`src/rtl/z80_dbg_pkg.sv`:
```
// z80_dbg_pkg: shared types and constants for the Z80 debug blocks
package z80_dbg_pkg;
  typedef enum logic [1:0] {RUN, HALTED, STEP} bp_state_t;
  localparam int MAX_BP = 8;
  localparam int FLAG_C = 0;
  localparam int FLAG_P = 2;
  localparam int FLAG_Z = 6;
  localparam int FLAG_S = 7;
  // 16-bit register fields on the debugger register bus
  localparam int REG_AF = 0;
  localparam int REG_BC = 16;
  localparam int REG_DE = 32;
  localparam int REG_HL = 48;
  localparam int REG_IX = 64;
  localparam int REG_IY = 80;
  localparam int REG_SP = 96;
  localparam int REG_PC = 112;
endpackage

```
`src/rtl/z80_bp_match.sv`:
```
// z80_bp_match: breakpoint comparator array with lowest-index priority encoder
module z80_bp_match
  import z80_dbg_pkg::*;
#(
  parameter int NUM_BP = 4
) (
  input  logic [15:0]          cpu_addr,
  input  logic [NUM_BP*16-1:0] bp_addr,
  input  logic [NUM_BP-1:0]    bp_en,
  output logic                 any_hit,
  output logic [2:0]           hit_idx
);
  always_comb begin
    any_hit = 1'b0;
    hit_idx = 3'd0;
    for (int i = NUM_BP - 1; i >= 0; i--)
      if (bp_en[i] && cpu_addr == bp_addr[16*i +: 16]) begin
        any_hit = 1'b1;
        hit_idx = 3'(i);
      end
  end
endmodule

```
`src/rtl/z80_breakpoint.sv`:
```
// z80_breakpoint: holds the T80 in opcode fetch on breakpoints, halt requests and single-step
module z80_breakpoint
  import z80_dbg_pkg::*;
#(
  parameter int NUM_BP = 4,
  parameter int CNT_W  = 32
) (
  input  logic                 clk_sys,
  input  logic                 reset_n,
  input  logic                 ce,
  input  logic                 m1_n,
  input  logic [15:0]          cpu_addr,
  input  logic [NUM_BP*16-1:0] bp_addr,
  input  logic [NUM_BP-1:0]    bp_en,
  input  logic                 halt_req,
  input  logic                 step_req,
  input  logic                 run_req,
  output logic                 wait_n,
  output logic                 halted,
  output logic                 hit_valid,
  output logic [2:0]           hit_idx,
  output logic [15:0]          halt_pc,
  output logic [CNT_W-1:0]     fetch_cnt
);
  bp_state_t state, state_nxt;
  logic m1_q, m1_fall, halt_pend, capture, any_hit;
  logic [2:0] match_idx;
  assign m1_fall = ce & ~m1_n & m1_q;
  assign halted = state == HALTED;
  z80_bp_match #(.NUM_BP(NUM_BP)) u_match (
    .cpu_addr(cpu_addr),
    .bp_addr(bp_addr),
    .bp_en(bp_en),
    .any_hit(any_hit),
    .hit_idx(match_idx)
  );
  always_comb begin
    state_nxt = state;
    capture = 1'b0;
    case (state)
      RUN: if (m1_fall && (any_hit || halt_pend)) begin
        state_nxt = HALTED;
        capture = 1'b1;
      end
      HALTED: state_nxt = run_req ? RUN : step_req ? STEP : HALTED;
      STEP: if (run_req) state_nxt = RUN;
      else if (m1_fall) begin
        state_nxt = HALTED;
        capture = 1'b1;
      end
      default: state_nxt = RUN;
    endcase
  end
  // leaving HALTED always drops hit_valid; it is only raised again by a capture
  always_ff @(posedge clk_sys) begin
    if (!reset_n) begin
      state     <= RUN;
      m1_q      <= 1'b1;
      halt_pend <= 1'b0;
      wait_n    <= 1'b1;
      hit_valid <= 1'b0;
      hit_idx   <= 3'd0;
      halt_pc   <= 16'd0;
      fetch_cnt <= '0;
    end else begin
      state     <= state_nxt;
      wait_n    <= state_nxt != HALTED;
      hit_valid <= capture ? any_hit : hit_valid & (state_nxt == HALTED);
      halt_pend <= capture ? 1'b0 : halt_pend | (halt_req & (state != HALTED));
      if (ce) m1_q <= m1_n;
      if (m1_fall) fetch_cnt <= fetch_cnt + CNT_W'(1);
      if (capture) begin
        hit_idx <= match_idx;
        halt_pc <= cpu_addr;
      end
    end
  end
endmodule

```
`config.mk`:
```
export PLATFORM = sky130hd
export DESIGN_NAME = z80_breakpoint
export DESIGN_NICKNAME = d
export VERILOG_FILES = /design/src/rtl/z80_dbg_pkg.sv /design/src/rtl/z80_bp_match.sv /design/src/rtl/z80_breakpoint.sv
export SDC_FILE = /design/constraint.sdc
export NUM_CORES = 1
export LEC_CHECK = 0
export CORE_MARGIN = 2
export CORE_UTILIZATION = 44
export CTS_CLUSTER_DIAMETER = 60
export CTS_CLUSTER_SIZE = 14
export DETAILED_ROUTE_END_ITERATION = 6
export GPL_TIMING_DRIVEN = 0
export PLACE_DENSITY = 0.82
export SYNTH_ARGS = -nofsm -noshare
export SYNTH_HDL_FRONTEND = slang
export SYNTH_SLANG_ARGS = --single-unit
```
`constraint.sdc`:
```
create_clock -name clk_sys -period 3.85 [get_ports clk_sys]
set_input_delay 1.155 -clock clk_sys [delete_from_list [all_inputs] [get_ports clk_sys]]
set_output_delay 1.155 -clock clk_sys [all_outputs]
set_load 0.03 [all_outputs]
```
==> summary.md <==
| Metric | Value |
|---|---|
| Outcome | finished clean |
| Die X | 93.65 um |
| Clock Tree Buf Depth | 2 |
| Min-delay src | halt_pc[12]$_SDFFE_PN0P_ |
| Design area | 0.005041 mm2 |
| Syn_area_per_cell | 8.645 um2 |
| CP arrival | 3530 ps |
| Most common cell in the netlist | xor2_1 |
| Worst Tran Pin Value | 493.2 ps |
| Pwr Total | 0.001269 W |
| Crit start category | input port |
| # diodes | 0 |
| FFs w/ async S/R, synth | 0% |
| EDFF count, synth | 0 |
| First-pass GRT wire length | 16190 um |
| Area growth, synth to finish | 42.57% |
| Final Max Tran Viols | 0 |
| CTS buffer count | 5 |
| Tmin final | 3328 ps |
| HP Class | reg2reg |
| Reg-to-reg endpoint | fetch_cnt[27]$_SDFFE_PN0P_ |
| Synthesized Nets | 501 |
| Vias in the first global route | 3286 |
| Final Hold Viols | 0 |
| 1st-iter DRT viols | 121 |
| WL final | 10120 um |
| Max rail drop VDD | 0.1627 mV |
| Top cells by count, synth | xor2_1 (64), dfxtp_1 (56), nand2_1 (49) |
| Die height | 93.65 um |
| Worst slew margin relative to its limit | 66.85% |
| Max Cap Violations | 0 |
| CP Capture Type | flip-flop |
| Seq cells post-synth | 56 |
| WL/cell | 15.69 um |
| # fillers | 644 |
| Clock Latency Late Sink | 310 ps |
| Vias per cell | 5.228 |
| WHS Endpoint | halt_pc[12]$_SDFFE_PN0P_ |
| Total GRT Usage | 23.33% |
| Largest area contributor in the netlist | dfxtp_1 |
| DRC Markers | 0 |
| R2R Path Start | m1_q$_SDFFE_PN1P_ |
| Port Buffers | 126 |
| Post-synthesis cell count | 409 |
| CP Class | in2reg |
| R2R setup slack | 1560 ps |
| Seq. cell area | 0.001121 mm2 |
| CP required | 4060 ps |
| Placed instance area | 0.004925 mm2 |
| Synth Warn # | 0 |
| I/O pin count | 145 |
| Antenna-violating nets left | 0 |
| TritonCTS clock tree | done |
| CTS H-Tree Depth | 2 |
| Crit. Startpoint | ce |
| Core area | 0.007767 mm2 |
| Post-synthesis sequential area ratio | 31.71% |
| Post-cts repair resize count | 0 |
| Initial antenna violation count | 0 |
| Clock Pin Slew Worst Setup and Hold Paths | 100 ps |
| Largest net degree at the start of global routing | 19 |
| Setup violators final | 0 |
| Congestion Overflow GR | 0 |
| Pre-antenna DRT Iters | 4 |
| Sink Count | 56 |
| Pwr dens | 251.7 mW/mm2 |
| Multi-input gate area | 0.002178 mm2 |
| RSZ-0062 raised after global routing | false |
| Synth top area share | 31.71% |
| Post-CTS Setup Bufs | 0 |
| DIE AREA | 0.008769 mm2 |
| Clock root cell | clkbuf_8 |
| Post-Syn Area | 0.003536 mm2 |
| Layout net count | 634 |
| Largest fanout on the critical path | 10 |
| Synth top area cells | dfxtp_1 (32%), xor2_1 (16%), xnor2_1 (6.7%) |
| Row Count | 32 |
| CTS Hold Bufs | 0 |
| Leakage Power | 1.881 nW |
| Initial core utilization | 45.52% |
| Setup TNS | 0 ps |
| Final HPWL DP | 8431 um |
| Synth unique cells | 44 |
| Predominant post-synthesis flop cell | dfxtp_1 |
| R2R cell count | 7 |
| Period utilization | 86.43% |
| Routed vias | 3372 |
| Share of cells above drive strength 1 | 5.709% |
| Routability congestion estimate | 0.9489 |
| Cell count of the worst hold path | 2 |
| Max Clk Rate | 0.3005 GHz |
| Worst Skew | 8.236 ps |
## worst max-delay path by stage
stage,endpoint,slack (ps),depth (start not counted)
2_1_floorplan,hit_idx[1]$_SDFFE_PN0P_,760,8
3_3_place_gp,fetch_cnt[29]$_SDFFE_PN0P_,210,8
3_5_place_dp,fetch_cnt[27]$_SDFFE_PN0P_,180,8
4_1_cts,fetch_cnt[27]$_SDFFE_PN0P_,510,8
5_1_grt,fetch_cnt[27]$_SDFFE_PN0P_,330,8
6_report,fetch_cnt[27]$_SDFFE_PN0P_,520,8
## cells by family after synthesis
group	Yosys count	share of synthesized area, %
other	1	0.1061
adders and majority gates	1	0.3538
muxes	20	5.697
DFF	56	31.71
buffers and inverters	37	6.688
and+or+nand+nor	180	27.81
xor gates and xnor gates	91	22.54
AOI/OAI and AO/OA	23	5.096
## layout make-up
| cell class | count | share of cell area [%] |
|---|---|---|
| Tap cell | 102 | 2.532 |
| Multi-Input combinational cell | 316 | 43.21 |
| Clock buffer | 5 | 1.365 |
| Clock inverter | 3 | 0.9432 |
| Inverter | 7 | 0.5212 |
| Buffer | 30 | 4.170 |
| Timing Repair Buffer | 126 | 25.02 |
| Sequential cell | 56 | 22.24 |
## power by group
part / internal, W / leakage (nW) / switching [W]
clock network: 0.000196 / 0.0583 / 0.000201
logic: 0.000145 / 1.37 / 0.000135
registers: 0.000587 / 0.452 / 0.00000525
total: 0.000928 / 1.88 / 0.000341
## critical path: stages
cell	delay, ps
clkdlybuf4s50_1	540
nand3b_1	260
nor4_2	550
nand3_1	210
clkbuf_1	270
nor4_1	280
xor2_1	110
and2_1	160
## cell usage in the layout, fill, tap and decap left out, types with 7 or more instances in the layout
cell / synthesis / routed
nor4_1: 24 / 24
clkbuf_1: 12 / 12
xnor2_1: 27 / 27
and2_1: 28 / 28
and3_1: 8 / 8
mux2i_1: 19 / 19
clkdlybuf4s50_1: 0 / 126
nand4_1: 17 / 17
nor2_1: 9 / 9
nand2_1: 49 / 49
nand3_1: 12 / 12
xor2_1: 64 / 64
inv_1: 7 / 7
dfxtp_1: 56 / 56
nor3_1: 10 / 10
## through the flow
step                      setup slack [ps]  util, %  cells  hold WS [ps]
final                                522.3    64.90    645         462.3
after global routing                 334.9    64.90    645         486.4
after CTS                            508.1    64.90    645         463.5
after detailed placement             180.1    63.40    637         448.7
after global placement               213.3    63.40    637         443.8
after floorplan                      757.6        -    409         457.7
## per-layer routing
metal	GRT usage [%]	wire length, um	vias up
met2	40.83	4808	154
met1	29.00	4300	1538
met3	4.835	792	18
li1	-	-	1662
met4	6.401	221	0
met5	0	0	-
## sequential cells by signal, indices dropped and copies added (netlist names)
signal	flops
hit_valid	1
hit_idx	2
fetch_cnt	32
halt_pend	1
wait_n	1
state	2
m1_q	1
halt_pc	16
(Power assumes the default switching activity.)
